==> src/rtl/cpu_pkg.sv <==
// Shared fetch-path types and constants for the CPU front end.
// Holds the fetch FSM encoding, word width, reset vector and PC increment helper.
package cpu_pkg;

    localparam int WORD_W = 16;
    localparam logic [WORD_W-1:0] RESET_VECTOR = 16'h0000;

    typedef enum logic [1:0] {
        FETCH_IDLE  = 2'd0,
        FETCH_ISSUE = 2'd1,
        FETCH_WAIT  = 2'd2
    } fetch_state_t;

    typedef struct packed {
        logic [WORD_W-1:0] addr;
        logic [WORD_W-1:0] data;
    } fetch_entry_t;

    // Architectural PC update on commit; the increment wraps naturally at 16 bits.
    function automatic logic [WORD_W-1:0] next_pc(input logic [WORD_W-1:0] cur,
                                                  input logic              redirect,
                                                  input logic [WORD_W-1:0] target);
        if (redirect) begin
            return target;
        end else begin
            return cur + 16'd1;
        end
    endfunction

endpackage

==> src/rtl/fetch_fifo.sv <==
// Two-entry {addr, data} queue used by the prefetching instruction fetch.
// Flush wins over push/pop; simultaneous push and pop are allowed.
module fetch_fifo
    import cpu_pkg::*;
(
    input  logic              clock,
    input  logic              reset,
    input  logic              push,
    input  logic              pop,
    input  logic              flush,
    input  logic [WORD_W-1:0] push_addr,
    input  logic [WORD_W-1:0] push_data,
    output logic [WORD_W-1:0] head_addr,
    output logic [WORD_W-1:0] head_data,
    output logic              full,
    output logic              empty,
    output logic [1:0]        count
);

    fetch_entry_t mem_r [2];
    logic         rd_ptr_r;
    logic         wr_ptr_r;
    logic [1:0]   count_r;
    logic         push_ok_s;
    logic         pop_ok_s;

    assign full      = (count_r == 2'd2);
    assign empty     = (count_r == 2'd0);
    assign count     = count_r;
    assign head_addr = mem_r[rd_ptr_r].addr;
    assign head_data = mem_r[rd_ptr_r].data;
    assign push_ok_s = push & (~full | pop);
    assign pop_ok_s  = pop & ~empty;

    // Queue storage, pointers and occupancy.
    always_ff @(posedge clock or negedge reset) begin
        if (!reset) begin
            for (int i = 0; i < 2; i++) begin
                mem_r[i] <= '0;
            end
            rd_ptr_r <= 1'b0;
            wr_ptr_r <= 1'b0;
            count_r  <= 2'd0;
        end else if (flush) begin
            rd_ptr_r <= 1'b0;
            wr_ptr_r <= 1'b0;
            count_r  <= 2'd0;
        end else begin
            if (push_ok_s) begin
                mem_r[wr_ptr_r] <= '{addr: push_addr, data: push_data};
                wr_ptr_r        <= ~wr_ptr_r;
            end
            if (pop_ok_s) begin
                rd_ptr_r <= ~rd_ptr_r;
            end
            count_r <= count_r + {1'b0, push_ok_s} - {1'b0, pop_ok_s};
        end
    end

endmodule

==> src/rtl/inst_fetch.sv <==
// Instruction fetch unit: tracks the architectural PC and reads words from ROM.
// Define INST_FETCH_PREFETCH_EN to build the 2-entry prefetch variant.
module inst_fetch
    import cpu_pkg::*;
(
    input  logic              clock,
    input  logic              reset,
    input  logic              fetch_req,
    input  logic              set_pc,
    input  logic              pc_from_register,
    input  logic [WORD_W-1:0] jump_target,
    output logic              rom_rd,
    output logic [WORD_W-1:0] rom_addr,
    input  logic [WORD_W-1:0] rom_data,
    output logic [WORD_W-1:0] instruction,
    output logic              instr_valid,
    output logic [WORD_W-1:0] pc
);

    logic [WORD_W-1:0] pc_r, pc_s;
    logic [WORD_W-1:0] instruction_r, instruction_s;
    logic              instr_valid_r, instr_valid_s;
    logic              rom_rd_r, rom_rd_s;
    logic [WORD_W-1:0] rom_addr_r, rom_addr_s;

    assign pc          = pc_r;
    assign instruction = instruction_r;
    assign instr_valid = instr_valid_r;
    assign rom_rd      = rom_rd_r;
    assign rom_addr    = rom_addr_r;

    // Registered outputs shared by both build variants.
    always_ff @(posedge clock or negedge reset) begin
        if (!reset) begin
            pc_r          <= RESET_VECTOR;
            instruction_r <= 16'h0000;
            instr_valid_r <= 1'b0;
            rom_rd_r      <= 1'b0;
            rom_addr_r    <= 16'h0000;
        end else begin
            pc_r          <= pc_s;
            instruction_r <= instruction_s;
            instr_valid_r <= instr_valid_s;
            rom_rd_r      <= rom_rd_s;
            rom_addr_r    <= rom_addr_s;
        end
    end

`ifdef INST_FETCH_PREFETCH_EN

    logic [WORD_W-1:0] fpc_r, fpc_s, fpc_base_s;
    logic              ret_r, ret_s;
    logic [WORD_W-1:0] ret_addr_r, ret_addr_s;
    logic [WORD_W-1:0] head_addr_s, head_data_s;
    logic              full_s, empty_s;
    logic [1:0]        fifo_count_s, count_next_s, occ_s;
    logic              push_s, pop_s, flush_s, seq_flush_s, serve_s;

    fetch_fifo u_fetch_fifo (
        .clock     (clock),
        .reset     (reset),
        .push      (push_s),
        .pop       (pop_s),
        .flush     (flush_s),
        .push_addr (ret_addr_r),
        .push_data (rom_data),
        .head_addr (head_addr_s),
        .head_data (head_data_s),
        .full      (full_s),
        .empty     (empty_s),
        .count     (fifo_count_s)
    );

    // Prefetch bookkeeping: fetch pointer and the tag of the word returning this cycle.
    always_ff @(posedge clock or negedge reset) begin
        if (!reset) begin
            fpc_r      <= RESET_VECTOR;
            ret_r      <= 1'b0;
            ret_addr_r <= 16'h0000;
        end else begin
            fpc_r      <= fpc_s;
            ret_r      <= ret_s;
            ret_addr_r <= ret_addr_s;
        end
    end

    // Queue control, PC update, delivery and read issue.
    always_comb begin
        pc_s          = pc_r;
        instruction_s = instruction_r;
        instr_valid_s = instr_valid_r;
        rom_rd_s      = 1'b0;
        rom_addr_s    = rom_addr_r;
        fpc_s         = fpc_r;
        // A sequential commit whose head does not match pc restarts the stream at pc+1.
        seq_flush_s   = set_pc & ~pc_from_register & (empty_s | (head_addr_s != pc_r));
        flush_s       = (set_pc & pc_from_register) | seq_flush_s;
        pop_s         = set_pc & ~flush_s;
        push_s        = ret_r & ~flush_s;
        ret_s         = rom_rd_r & ~flush_s;
        serve_s       = fetch_req & ~instr_valid_r & ~set_pc & ~empty_s & (head_addr_s == pc_r);
        if (rom_rd_r) begin
            ret_addr_s = rom_addr_r;
        end else begin
            ret_addr_s = ret_addr_r;
        end
        if (flush_s) begin
            count_next_s = 2'd0;
        end else begin
            count_next_s = fifo_count_s + {1'b0, push_s} - {1'b0, pop_s};
        end
        occ_s = count_next_s + {1'b0, ret_s};
        if (set_pc) begin
            pc_s          = next_pc(pc_r, pc_from_register, jump_target);
            instr_valid_s = 1'b0;
        end else if (serve_s) begin
            instruction_s = head_data_s;
            instr_valid_s = 1'b1;
        end else begin
            pc_s = pc_r;
        end
        if (flush_s) begin
            fpc_base_s = pc_s;
        end else begin
            fpc_base_s = fpc_r;
        end
        if ((occ_s < 2'd2) && !(full_s && !pop_s && !flush_s)) begin
            rom_rd_s   = 1'b1;
            rom_addr_s = fpc_base_s;
            fpc_s      = fpc_base_s + 16'd1;
        end else begin
            fpc_s = fpc_base_s;
        end
    end

`else

    fetch_state_t state_r, state_s;

    // Fetch FSM state register.
    always_ff @(posedge clock or negedge reset) begin
        if (!reset) begin
            state_r <= FETCH_IDLE;
        end else begin
            state_r <= state_s;
        end
    end

    // Next state, read issue and capture; a commit abandons any read in progress.
    always_comb begin
        state_s       = state_r;
        pc_s          = pc_r;
        instruction_s = instruction_r;
        instr_valid_s = instr_valid_r;
        rom_rd_s      = 1'b0;
        rom_addr_s    = rom_addr_r;
        case (state_r)
            FETCH_IDLE: begin
                if (set_pc) begin
                    state_s = FETCH_IDLE;
                end else if (fetch_req && !instr_valid_r) begin
                    state_s    = FETCH_ISSUE;
                    rom_rd_s   = 1'b1;
                    rom_addr_s = pc_r;
                end else begin
                    state_s = FETCH_IDLE;
                end
            end
            FETCH_ISSUE: begin
                if (set_pc) begin
                    state_s = FETCH_IDLE;
                end else begin
                    state_s = FETCH_WAIT;
                end
            end
            FETCH_WAIT: begin
                state_s = FETCH_IDLE;
                if (!set_pc) begin
                    instruction_s = rom_data;
                    instr_valid_s = 1'b1;
                end else begin
                    instr_valid_s = 1'b0;
                end
            end
            default: begin
                state_s = FETCH_IDLE;
            end
        endcase
        if (set_pc) begin
            pc_s          = next_pc(pc_r, pc_from_register, jump_target);
            instr_valid_s = 1'b0;
        end else begin
            pc_s = pc_r;
        end
    end

`endif

endmodule
==> config.mk <==
export PLATFORM = sky130hd
export DESIGN_NAME = inst_fetch
export DESIGN_NICKNAME = d
export VERILOG_FILES = /design/src/rtl/cpu_pkg.sv /design/src/rtl/fetch_fifo.sv /design/src/rtl/inst_fetch.sv
export SDC_FILE = /design/constraint.sdc
export NUM_CORES = 1
export LEC_CHECK = 0
export ABC_AREA = 1
export BUFFER_PORTS_ARGS = -buffer_cell sky130_fd_sc_hd__buf_2
export CAP_MARGIN = 10
export CORE_ASPECT_RATIO = 0.6
export CORE_MARGIN = 8
export CORE_UTILIZATION = 50
export DETAILED_ROUTE_END_ITERATION = 10
export PLACE_DENSITY = 0.87
export RECOVER_POWER = 25
export SYNTH_ARGS = -nofsm -noshare
export SYNTH_HDL_FRONTEND = slang
export SYNTH_HIERARCHICAL = 1
export SYNTH_SLANG_ARGS = --single-unit
==> constraint.sdc <==
create_clock -name clock -period 3 [get_ports clock]
set_clock_uncertainty 0.05 [all_clocks]
set_input_delay 0.9 -clock clock [delete_from_list [all_inputs] [get_ports clock]]
set_output_delay 0.9 -clock clock [all_outputs]
set_load 0.05 [all_outputs]
==> load_flow_metrics.sql, run 1 <==
INSERT INTO impl_metrics (metric_group, metric, value, unit) VALUES
('run_status', 'run_status', 'completed', ''),
('clock_network', 'worstSkewPairLatency', '310', 'ps'),
('sta', 'timing.final.setup_violations', '0', ''),
('critical_path', 'critPathMaxFanout', '23', ''),
('detailed_routing', 'routed_via_density', '5.36', ''),
('critical_path', 'cp_num_buf_inv', '2', ''),
('place', 'gp_routability_congestion', '0.918', ''),
('clock_network', 'tritoncts', 'yes', ''),
('yosys', 'yosys_register_bits', '52', ''),
('die', 'design.die.area', '0.00759', 'sq mm'),
('critical_path', 'critPathMaxStageDelay', '420', 'ps'),
('sta', 'maxClockFrequency', '441', 'MHz'),
('die', 'die_width', '107', 'um'),
('yosys', 'sequential_cell_area_fraction_in_the_yosys_report', '52.1', '%'),
('layout', 'antenna_cells', '0', ''),
('grt', 'grt_use_total', '19.0', '%'),
('detailed_routing', 'routed_wirelength', '7120', 'um'),
('detailed_routing', 'drtPass1Iterations', '5', ''),
('yosys', 'post-synth-top-area-fraction', '52.1', '%'),
('place', 'placed_cell_area', '0.00296', 'sq mm'),
('critical_path', 'startpoint_class', 'input pin', ''),
('clock_network', 'cts-buffers-inserted', '5', ''),
('power', 'totalPowerFinal', '2.54', 'mW'),
('detailed_routing', 'drt-wirelength-per-cell', '16.2', 'um'),
('sta', 'worst_margin_pin_slew', '863', 'ps'),
('sta', 'final_hold_viols', '0', ''),
('layout', 'layout.cells.most_common', 'sky130_fd_sc_hd__buf_2', ''),
('clock_network', 'cts_sinks', '52', ''),
('grt', 'grt_start_max_net_pins', '41', ''),
('yosys', 'synth_area_leaders', 'sky130_fd_sc_hd__dfrtp_1 (52%), sky130_fd_sc_hd__nand2_1 (11%), sky130_fd_sc_hd__mux2_4 (5.4%), sky130_fd_sc_hd__o21ai_0 (5.0%), sky130_fd_sc_hd__inv_1 (4.7%)', ''),
('grt', 'overflow', '0', ''),
('place', 'placedCellCount', '431', ''),
('critical_path', 'timing.critical_path.to_type', 'flop', ''),
('critical_path', 'worstPathRequired', '3160', 'ps'),
('power', 'vdd_ir_drop_max', '425', 'uV'),
('layout', 'post_layout_nonfiller_instances', '439', ''),
('yosys', 'avgSynthCellArea', '8.68', 'sq um'),
('layout', 'flow.area_growth_from_synthesis', '23.0', '%'),
('yosys', 'number_of_synthesized_flops_with_an_enable_pin', '0', ''),
('sta', 'post-route-min-period', '2270', 'ps'),
('yosys', 'total_standard_cell_area_after_synthesis', '0.00250', 'sq mm'),
('sta', 'post-route-period-util', '75.6', '%'),
('clock_network', 'clockRootBuffer', 'sky130_fd_sc_hd__clkbuf_8', ''),
('yosys', 'yosysUniqueCellTypes', '23', ''),
('layout', 'finish.instance_area', '0.00308', 'sq mm'),
('yosys', 'synthesized_netlist_cell_count', '288', ''),
('yosys', 'synth_flop_cell', 'sky130_fd_sc_hd__dfrtp_1', ''),
('grt', 'grt_pass1_vias', '2201', ''),
('clock_network', 'post-cts-setup-buffer-count', '0', ''),
('die', 'chipHeight', '70.8', 'um'),
('layout', 'mostFrequentLayoutCells', 'sky130_fd_sc_hd__buf_2 (85), sky130_fd_sc_hd__nand2_1 (76), sky130_fd_sc_hd__dfrtp_1 (52), sky130_fd_sc_hd__inv_1 (31), sky130_fd_sc_hd__nor2_1 (28)', ''),
('sta', 'tns', '0', 'ps'),
('sta', 'rsz0062_at_grt', 'no', ''),
('grt', 'grt_pass1_wl', '11300', 'um'),
('detailed_routing', 'dr_total_vias', '2354', ''),
('detailed_routing', 'number_of_design_rule_violations_left_by_the_first_detailed_router_iteration', '227', ''),
('die', 'placement_rows', '20', ''),
('clock_network', 'cts.htree.levels', '2', ''),
('yosys', 'yosysWarnings', '6', ''),
('critical_path', 'timing_worst_setup_path_type', 'input pin to flop', ''),
('detailed_routing', 'route.detailed.drc', '0', ''),
('die', 'core-area', '0.00493', 'sq mm'),
('yosys', 'synth_top_cell_by_area', 'sky130_fd_sc_hd__dfrtp_1', ''),
('place', 'place_hpwl', '5390', 'um'),
('critical_path', 'crit_path_top_delay_cell', 'sky130_fd_sc_hd__clkbuf_1', ''),
('die', 'start_util', '50.7', '%'),
('power', 'power.static_leakage', '1.69', 'nW'),
('clock_network', 'clk_pin_slew_worst_paths', '100', 'ps'),
('layout', 'layout.nets', '410', ''),
('clock_network', 'cts.repair.resized', '0', ''),
('clock_network', 'ctsLongestPathBuffers', '2', '');
## registers in the layout (all words and copies together), names as in the netlist
name	cells
rom_rd	1
rom_addr	16
state_r	2
instr_valid	1
pc	16
instruction	16
## cell families (layout without fill, tap and decap cells)
kind of cell / count (synthesis) / count (layout) / synth area share [%]
simple gates: 130 / 130 / 22.0
flops: 52 / 52 / 52.1
buf+inv: 46 / 131 / 8.06
compound gates: 43 / 43 / 8.86
mux: 16 / 16 / 8.56
fa+ha+maj: 1 / 1 / 0.500
## power by group
group          total (mW)  switching (mW)  leakage (nW)  internal [mW]
Combinational        1.07           0.804         0.997          0.262
Clock               0.496           0.243        0.0600          0.253
Sequential          0.974           0.120         0.632          0.853
Total                2.54            1.17          1.69           1.37
## synthesized netlist by cell type (2+ instances only)
library cell,instances
sky130_fd_sc_hd__mux2_4,9
sky130_fd_sc_hd__inv_1,31
sky130_fd_sc_hd__o22ai_1,5
sky130_fd_sc_hd__o21ai_1,4
sky130_fd_sc_hd__inv_2,3
sky130_fd_sc_hd__nand2_1,76
sky130_fd_sc_hd__buf_2,2
sky130_fd_sc_hd__nand3_1,14
sky130_fd_sc_hd__buf_4,3
sky130_fd_sc_hd__nor2_2,3
sky130_fd_sc_hd__nand4_1,5
sky130_fd_sc_hd__mux2_2,7
sky130_fd_sc_hd__dfrtp_1,52
sky130_fd_sc_hd__buf_6,2
sky130_fd_sc_hd__o21ai_0,25
sky130_fd_sc_hd__a21oi_1,9
sky130_fd_sc_hd__clkbuf_1,5
sky130_fd_sc_hd__nor2_1,28
## path summary, 6_finish.rpt
path	startpoint	to	slack (ps)	cells past startpoint
max	set_pc	instruction[11]	730	4
min	rom_addr[7]	rom_addr[7]	440	2
max reg2reg	pc[1]	pc[10]	1290	9
min reg2reg	rom_addr[7]	rom_addr[7]	440	2
max in group asynchronous	reset	pc[15]	1620	2
min in group asynchronous	reset	instruction[5]	640	1
## per-stage QoR
step	util (%)	hold slack (ps)	worst slack, ps
final	62.4	437	733
after CTS	62.4	443	872
after global placement	60.1	409	730
after global routing	62.4	462	634
after detailed placement	60.1	419	661
after floorplan	-	445	1210
## final cells by class
class	count	area, sq um
multi-input cells	190	997
well taps	66	82.6
fillers	409	1850
clock inverters	3	46.3
repair buffers	89	452
inverters	34	128
clock buffers	5	68.8
flip-flops and latches	52	1300
## worst reg2reg max path, cell delays in order, from the launching register on
cell and delay, ps:
sky130_fd_sc_hd__dfrtp_1 480, sky130_fd_sc_hd__ha_1 280, sky130_fd_sc_hd__nand3_1 150, sky130_fd_sc_hd__inv_1 110, sky130_fd_sc_hd__nand2_1 100, sky130_fd_sc_hd__a21oi_1 220, sky130_fd_sc_hd__nand2_1 110, sky130_fd_sc_hd__nand2_1 70
sky130_fd_sc_hd__nand2_1 40, sky130_fd_sc_hd__inv_1 50
## per-layer routing
metal | part of all wire (%) | GRT usage [%] | vias up
li1 | - | - | 1089
met1 | 43 | 25.3 | 1120
met2 | 45 | 29.1 | 130
met3 | 9.6 | 4.90 | 15
met4 | 2.0 | 6.67 | 0
met5 | 0 | 0 | -
No activity file was read; power rests on OpenSTA's default activity.
==> run 2, diff against run 1 <==
--- a/config.mk
+++ b/config.mk
@@ -5,14 +5,14 @@
 export SDC_FILE = /design/constraint.sdc
 export NUM_CORES = 1
 export LEC_CHECK = 0
-export ABC_AREA = 1
+export ABC_AREA = 0
 export BUFFER_PORTS_ARGS = -buffer_cell sky130_fd_sc_hd__buf_2
 export CAP_MARGIN = 10
 export CORE_ASPECT_RATIO = 0.6
 export CORE_MARGIN = 8
-export CORE_UTILIZATION = 50
+export CORE_UTILIZATION = 49
 export DETAILED_ROUTE_END_ITERATION = 10
-export PLACE_DENSITY = 0.87
+export PLACE_DENSITY = 0.86
 export RECOVER_POWER = 25
 export SYNTH_ARGS = -nofsm -noshare
 export SYNTH_HDL_FRONTEND = slang
==> constraint.sdc (replaced) <==
create_clock -name clock -period 2.2 [get_ports clock]
set_clock_uncertainty 0.05 [all_clocks]
set_input_delay 0.66 -clock clock [delete_from_list [all_inputs] [get_ports clock]]
set_output_delay 0.66 -clock clock [all_outputs]
set_load 0.05 [all_outputs]
==> load_flow_metrics.sql, run 2 <==
INSERT INTO impl_metrics (metric_group, metric, value, unit) VALUES
('die', 'chipHeight', '70.2', 'um'),
('yosys', 'yosysUniqueCellTypes', '42', ''),
('grt', 'overflow', '0', ''),
('critical_path', 'cp_num_buf_inv', '1', ''),
('power', 'vdd_ir_drop_max', '600', 'uV'),
('layout', 'flow.area_growth_from_synthesis', '24.6', '%'),
('critical_path', 'critPathMaxFanout', '10', ''),
('yosys', 'synth.most_common_cell', 'sky130_fd_sc_hd__dfrtp_1', ''),
('layout', 'layout.cells.most_common', 'sky130_fd_sc_hd__buf_2', ''),
('critical_path', 'worstSetupStartpoint', 'pc[9]', ''),
('critical_path', 'startpoint_class', 'flop', ''),
('yosys', 'total_standard_cell_area_after_synthesis', '0.00240', 'sq mm'),
('critical_path', 'critPathMaxStageDelay', '540', 'ps'),
('sta', 'post-route-period-util', '85.2', '%'),
('yosys', 'synthesized_netlist_cell_count', '195', ''),
('sta', 'post-route-min-period', '1870', 'ps'),
('critical_path', 'timing.critical_path.arrival', '1160', 'ps'),
('critical_path', 'worstPathRequired', '1490', 'ps'),
('yosys', 'netlist_top_cells_count', 'sky130_fd_sc_hd__dfrtp_1 (52), sky130_fd_sc_hd__mux2_2 (22), sky130_fd_sc_hd__a21oi_1 (10), sky130_fd_sc_hd__mux2_4 (10)', ''),
('die', 'floorplan.io_pins', '87', ''),
('yosys', 'avgSynthCellArea', '12.3', 'sq um'),
('clock_network', 'cts-buffers-inserted', '5', ''),
('detailed_routing', 'dr_total_vias', '1899', ''),
('power', 'intPower', '1.96', 'mW'),
('detailed_routing', 'ant_nets', '0', ''),
('layout', 'finish.utilization', '64.4', '%'),
('yosys', 'share_of_synthesized_cell_area_in_full_adder_half_adder_and_majority_cells', '0.522', '%'),
('grt', 'grt_use_total', '16.3', '%'),
('die', 'design.die.area', '0.00746', 'sq mm'),
('hold_path', 'holdCritStartpoint', 'rom_addr[6]', ''),
('run_status', 'run_status', 'completed', ''),
('yosys', 'synth_top_cell_by_area', 'sky130_fd_sc_hd__dfrtp_1', ''),
('yosys', 'synthXorXnorAreaFrac', '0', '%'),
('power', 'p_per_area', '1190', 'mW/mm^2'),
('place', 'place_hpwl', '4470', 'um'),
('place', 'gp_routability_congestion', '0.846', ''),
('yosys', 'synth_area_leaders', 'sky130_fd_sc_hd__dfrtp_1 (54%), sky130_fd_sc_hd__mux2_2 (10%), sky130_fd_sc_hd__mux2_4 (6.3%), sky130_fd_sc_hd__a21oi_1 (2.1%), sky130_fd_sc_hd__o21ai_0 (1.9%)', ''),
('critical_path', 'timing.critical_path.to_type', 'output pin', ''),
('clock_network', 'ctsLongestPathBuffers', '2', ''),
('sta', 'rsz0062_at_grt', 'no', ''),
('power', 'power.net_switching', '1.60', 'mW'),
('clock_network', 'clockRootBuffer', 'sky130_fd_sc_hd__clkbuf_8', ''),
('power', 'power.share.clock', '17.8', '%'),
('critical_path', 'worstPathCellList', 'buf_2', ''),
('power', 'net_switching_fraction_of_the_power', '45.0', '%'),
('power', 'power.static_leakage', '1.41', 'nW'),
('grt', 'antenna_found_initial', '0', ''),
('die', 'core-area', '0.00464', 'sq mm'),
('sta', 'maxClockFrequency', '533', 'MHz'),
('yosys', 'muxShareOfSynthArea', '17.4', '%'),
('detailed_routing', 'drt-wirelength-per-cell', '17.6', 'um'),
('yosys', 'synth_compound_gate_area_share', '12.2', '%'),
('critical_path', 'timing_worst_setup_path_type', 'flop to output pin', ''),
('yosys', 'synth_simple_gate_area_share', '11.6', '%'),
('clock_network', 'cts.repair.resized', '0', ''),
('detailed_routing', 'routed_wirelength', '6040', 'um'),
('yosys', 'sequential_cell_area_fraction_in_the_yosys_report', '54.3', '%'),
('layout', 'mostFrequentLayoutCells', 'sky130_fd_sc_hd__buf_2 (85), sky130_fd_sc_hd__dfrtp_1 (52), sky130_fd_sc_hd__mux2_2 (22), sky130_fd_sc_hd__mux2_4 (10), sky130_fd_sc_hd__a21oi_1 (10)', ''),
('detailed_routing', 'route.detailed.drc', '0', ''),
('hold_path', 'worst_hold_path_type', 'flop to flop', ''),
('die', 'die_width', '106', 'um'),
('layout', 'antenna_cells', '0', ''),
('grt', 'grt_start_max_net_pins', '35', ''),
('power', 'combinational_group_share_of_total_power', '43.5', '%'),
('yosys', 'yosysWarnings', '6', ''),
('clock_network', 'clk_pin_slew_worst_paths', '90', 'ps'),
('yosys', 'largest_family_of_logic_cells_by_synthesized_area', 'multiplexers', ''),
('layout', 'layout.nets', '317', ''),
('clock_network', 'number_of_hold_buffers_added_after_cts', '0', ''),
('clock_network', 'tritoncts', 'yes', ''),
('clock_network', 'worstSkewPairLatency', '290', 'ps'),
('detailed_routing', 'number_of_design_rule_violations_left_by_the_first_detailed_router_iteration', '140', ''),
('die', 'start_util', '51.7', '%'),
('sta', 'worst_slew_margin_rel', '28.7', '%'),
('yosys', 'synth_flop_cell', 'sky130_fd_sc_hd__dfrtp_1', ''),
('power', 'seqPwrFrac', '38.6', '%'),
('sta', 'final_hold_viols', '0', ''),
('run', 'drv_cap', '0', ''),
('clock_network', 'cts.htree.levels', '2', ''),
('critical_path', 'r2r-start', 'pc[0]', ''),
('yosys', 'number_of_synthesized_flops_with_an_enable_pin', '0', ''),
('clock_network', 'cts_sinks', '52', ''),
('critical_path', 'crit_path_top_delay_cell', 'sky130_fd_sc_hd__dfrtp_1', ''),
('layout', 'nFillCells', '403', ''),
('yosys', 'yosys_register_bits', '52', ''),
('place', 'port-buffer-count', '86', ''),
('clock_network', 'post-cts-setup-buffer-count', '0', ''),
('sta', 'timing.final.setup_violations', '0', ''),
('grt', 'grt_pass1_wl', '9990', 'um'),
('yosys', 'async_reset_ff_share', '100', '%'),
('layout', 'drive_gt1_share', '47.1', '%'),
('die', 'placement_rows', '19', ''),
('sta', 'worst_margin_pin_slew', '1070', 'ps'),
('detailed_routing', 'routed_via_density', '5.54', ''),
('sta', 'tns', '0', 'ps'),
('detailed_routing', 'drtPass1Iterations', '4', ''),
('yosys', 'post-synth-top-area-fraction', '54.3', '%'),
('sta', 'timing.final.max_slew_violations', '0', ''),
('critical_path', 'kind_of_cell_adding_the_most_delay_to_the_critical_path', 'flip-flops', ''),
('yosys', 'synth.net_count', '233', ''),
('grt', 'grt_pass1_vias', '2012', '');
run 2: changes by cell type in the layout (fill, tap and decap cells not counted), moves of 5 or more:
cell                      before  now
sky130_fd_sc_hd__nor2_1       28    9
sky130_fd_sc_hd__and3_1        0    5
sky130_fd_sc_hd__inv_1        31    2
sky130_fd_sc_hd__o21ai_0      25    9
sky130_fd_sc_hd__nand2_1      76    5
sky130_fd_sc_hd__nand3_1      14    7
sky130_fd_sc_hd__nor3_1        1    7
sky130_fd_sc_hd__mux2_2        7   22
run 2: per-stage QoR:
step	hold WS [ps]	cells	setup WS, ps	instance area (sq um)	power [mW]
after floorplan	314	195	322	2400	2.54
after global routing	477	343	223	2990	3.72
after detailed placement	439	335	288	2880	2.95
after CTS	252	343	329	2990	3.59
final	456	343	325	2990	3.55
after global placement	435	335	362	2880	2.91
run 2: layout make-up:
class / instances / area [sq um] / share of cell area [%]
sequential: 52 / 1300 / 43.6
multi-input combinational: 127 / 1000 / 33.6
timing repair buffer: 90 / 484 / 16.2
tap: 63 / 78.8 / 2.64
clock buffer: 6 / 72.6 / 2.43
clock inverter: 2 / 35.0 / 1.17
inverter: 3 / 11.3 / 0.377
run 2: kinds of logic (layout without fill, tap and decap cells):
group / count (synthesis) / in the layout
flops: 52 / 52
simple gates: 49 / 49
compound gates: 43 / 43
mux: 34 / 34
buf+inv: 16 / 101
fa+ha+maj: 1 / 1
run 2: path summary, 6_finish.rpt:
check | slack (ps) | cells past startpoint | end
min reg2reg | 460 | 1 | rom_addr[6]
min | 460 | 1 | rom_addr[6]
min in group asynchronous | 480 | 1 | rom_addr[9]
max in group asynchronous | 890 | 2 | pc[15]
max reg2reg | 420 | 5 | pc[12]
max | 330 | 1 | pc[9]
run 2: metal layers:
metal  track usage, %  vias up  part of all wire [%]
li1                 -      900                     -
met4             2.64        0                  0.84
met3             6.32        9                   8.8
met1             20.8      912                    44
met5                0        -                     0
met2             25.9       78                    46
run 2: power groups by stage:
stage               Combinational, mW  Clock (mW)  Sequential (mW)
CTS                              1.57       0.649             1.37
detailed placement               1.56           0             1.39
global route                     1.62       0.690             1.41
floorplan                       0.357           0             2.18
global placement                 1.54           0             1.37
finish                           1.55       0.633             1.37
==> run 3, diff against run 2 <==
--- a/config.mk
+++ b/config.mk
@@ -12,8 +12,9 @@
 export CORE_MARGIN = 8
 export CORE_UTILIZATION = 49
 export DETAILED_ROUTE_END_ITERATION = 10
-export PLACE_DENSITY = 0.86
+export PLACE_DENSITY = 0.81
 export RECOVER_POWER = 25
+export REMOVE_ABC_BUFFERS = 1
 export SYNTH_ARGS = -nofsm -noshare
 export SYNTH_HDL_FRONTEND = slang
 export SYNTH_HIERARCHICAL = 1
==> load_flow_metrics.sql, run 3 (synthesis gave the netlist of run 2 again) <==
INSERT INTO impl_metrics (metric_group, metric, value, unit) VALUES
('critical_path', 'worstPathRequired', '1490', 'ps'),
('layout', 'finish.instance_area', '0.00297', 'sq mm'),
('critical_path', 'timing.critical_path.to', 'pc[5]', ''),
('sta', 'worst_margin_pin_slew', '1270', 'ps'),
('layout', 'layout.cells.most_common', 'sky130_fd_sc_hd__buf_2', ''),
('critical_path', 'critPathMaxFanout', '10', ''),
('critical_path', 'startpoint_class', 'flop', ''),
('critical_path', 'worst-r2r-cell-count', '5', ''),
('critical_path', 'critPathMaxStageDelay', '550', 'ps'),
('critical_path', 'worstSetupPathDepth', '1', ''),
('hold_path', 'worst_hold_path_type', 'flop to flop', ''),
('hold_path', 'holdCritStartpoint', 'state_r[1]', ''),
('die', 'die_width', '106', 'um'),
('die', 'core-area', '0.00464', 'sq mm'),
('critical_path', 'timing.critical_path.to_type', 'output pin', ''),
('run', 'drv_cap', '0', ''),
('clock_network', 'ctsLongestPathBuffers', '2', ''),
('grt', 'grt_start_max_net_pins', '53', ''),
('place', 'gp_routability_congestion', '0.789', ''),
('grt', 'antenna_found_initial', '0', ''),
('place', 'placed_cell_area', '0.00286', 'sq mm'),
('clock_network', 'post-cts-setup-buffer-count', '0', ''),
('die', 'start_util', '51.7', '%'),
('run_status', 'run_status', 'completed', ''),
('sta', 'tns', '0', 'ps'),
('critical_path', 'timing_worst_setup_path_type', 'flop to output pin', ''),
('detailed_routing', 'dr_wl_met2', '2860', 'um'),
('die', 'floorplan.io_pins', '87', ''),
('grt', 'grt_pass1_vias', '1924', ''),
('grt', 'grt_pass1_wl', '9920', 'um'),
('clock_network', 'cts.htree.levels', '2', ''),
('die', 'design.die.area', '0.00746', 'sq mm'),
('place', 'port-buffer-count', '86', ''),
('critical_path', 'kind_of_cell_adding_the_most_delay_to_the_critical_path', 'flip-flops', ''),
('layout', 'flow.area_growth_from_synthesis', '24.0', '%'),
('clock_network', 'worstSkewPairLatency', '300', 'ps'),
('sta', 'worst_slew_margin_rel', '15.6', '%'),
('grt', 'grt_use_total', '16.4', '%'),
('sta', 'post-route-min-period', '1910', 'ps'),
('layout', 'nFillCells', '398', ''),
('critical_path', 'worstSetupStartpoint', 'pc[5]', ''),
('power', 'vdd_ir_drop_max', '568', 'uV'),
('detailed_routing', 'routed_wirelength', '6020', 'um'),
('grt', 'overflow', '0', ''),
('sta', 'final_hold_viols', '0', ''),
('sta', 'timing.final.max_slew_violations', '0', ''),
('critical_path', 'reg2reg_to', 'pc[14]', ''),
('detailed_routing', 'wl_met1', '2590', 'um'),
('clock_network', 'number_of_hold_buffers_added_after_cts', '0', ''),
('detailed_routing', 'route.detailed.drc', '0', ''),
('critical_path', 'timing.critical_path.arrival', '1200', 'ps'),
('layout', 'layout.nets', '318', ''),
('detailed_routing', 'dr_total_vias', '1879', ''),
('detailed_routing', 'routed_via_density', '5.46', ''),
('sta', 'timing.final.setup_violations', '0', ''),
('power', 'p_per_area', '1200', 'mW/mm^2'),
('critical_path', 'worstPathCellList', 'buf_2', ''),
('clock_network', 'clockRootBuffer', 'sky130_fd_sc_hd__clkbuf_8', ''),
('die', 'chipHeight', '70.2', 'um'),
('clock_network', 'cts-buffers-inserted', '5', ''),
('layout', 'antenna_cells', '0', ''),
('detailed_routing', 'met3_length', '530', 'um'),
('clock_network', 'cts_sinks', '52', ''),
('clock_network', 'tritoncts', 'yes', ''),
('detailed_routing', 'top_signal_layer_used', 'met4', ''),
('critical_path', 'cp_num_buf_inv', '1', ''),
('sta', 'post-route-period-util', '86.7', '%'),
('critical_path', 'crit_path_top_delay_cell', 'sky130_fd_sc_hd__dfrtp_1', ''),
('place', 'place_hpwl', '4510', 'um'),
('layout', 'mostFrequentLayoutCells', 'sky130_fd_sc_hd__buf_2 (86), sky130_fd_sc_hd__dfrtp_1 (52), sky130_fd_sc_hd__mux2_2 (22), sky130_fd_sc_hd__mux2_4 (10), sky130_fd_sc_hd__a21oi_1 (10)', ''),
('die', 'placement_rows', '19', ''),
('clock_network', 'clk_pin_slew_worst_paths', '90', 'ps'),
('sta', 'maxClockFrequency', '524', 'MHz'),
('clock_network', 'cts.repair.resized', '0', ''),
('critical_path', 'timing.reg2reg.setup_slack', '480', 'ps'),
('detailed_routing', 'number_of_design_rule_violations_left_by_the_first_detailed_router_iteration', '127', ''),
('detailed_routing', 'ant_nets', '0', ''),
('critical_path', 'r2r-start', 'pc[0]', ''),
('layout', 'drive_gt1_share', '48.0', '%'),
('power', 'power.static_leakage', '1.40', 'nW'),
('detailed_routing', 'drtPass1Iterations', '6', ''),
('sta', 'rsz0062_at_grt', 'no', ''),
('detailed_routing', 'drt-wirelength-per-cell', '17.5', 'um');
-- run 3: changes by cell type in the layout (fill, tap and decap cells not counted), sizes merged --
cell      previous run  this run
buf                 89        90
clkbuf               7         6
clkinvlp             0         1
-- run 3: final cells by class --
| type | count | area (sq um) | share of cell area (%) |
|---|---|---|---|
| inverter | 3 | 11.3 | 0.379 |
| clock buffer | 5 | 68.8 | 2.32 |
| tap | 63 | 78.8 | 2.65 |
| clock inverter | 3 | 42.5 | 1.43 |
| sequential | 52 | 1300 | 43.8 |
| multi-input combinational | 127 | 1000 | 33.7 |
| timing repair buffer | 91 | 465 | 15.7 |
-- run 3: routing by layer --
metal	GRT usage [%]	vias to the layer above
met5	0	-
met4	3.72	0
met3	5.49	5
met2	25.7	66
met1	21.4	905
li1	-	903
-- run 3: how the worst min path moves through the flow --
stage	slack [ps]	endpoint	cells past startpoint
after floorplan	310	instr_valid	0
after global placement	430	state_r[1]	1
after detailed placement	430	state_r[1]	1
after CTS	430	rom_addr[13]	2
after global routing	480	rom_addr[13]	1
final	450	state_r[1]	1
-- run 3: stage by stage --
step	power, mW	hold slack [ps]	utilization, %	setup slack [ps]	instances
6_report	3.56	446	64.1	293	344
3_3_place_gp	2.91	434	61.7	370	336
4_1_cts	3.59	435	64.1	285	344
2_1_floorplan	2.51	314	-	322	182
3_5_place_dp	2.94	428	61.7	341	336
5_1_grt	3.73	481	64.1	250	344
-- run 3: worst reg2reg max path, delay by kind of cell, from the launching register on --
family        cells  cell delay (ps)
fa+ha+maj         1              270
flops             1              450
simple gates      4              900
-- run 3: power breakdown --
part	switching, mW	leakage [nW]	internal, mW
Sequential	0.182	0.626	1.19
Clock	0.312	0.0541	0.337
Combinational	1.11	0.724	0.425
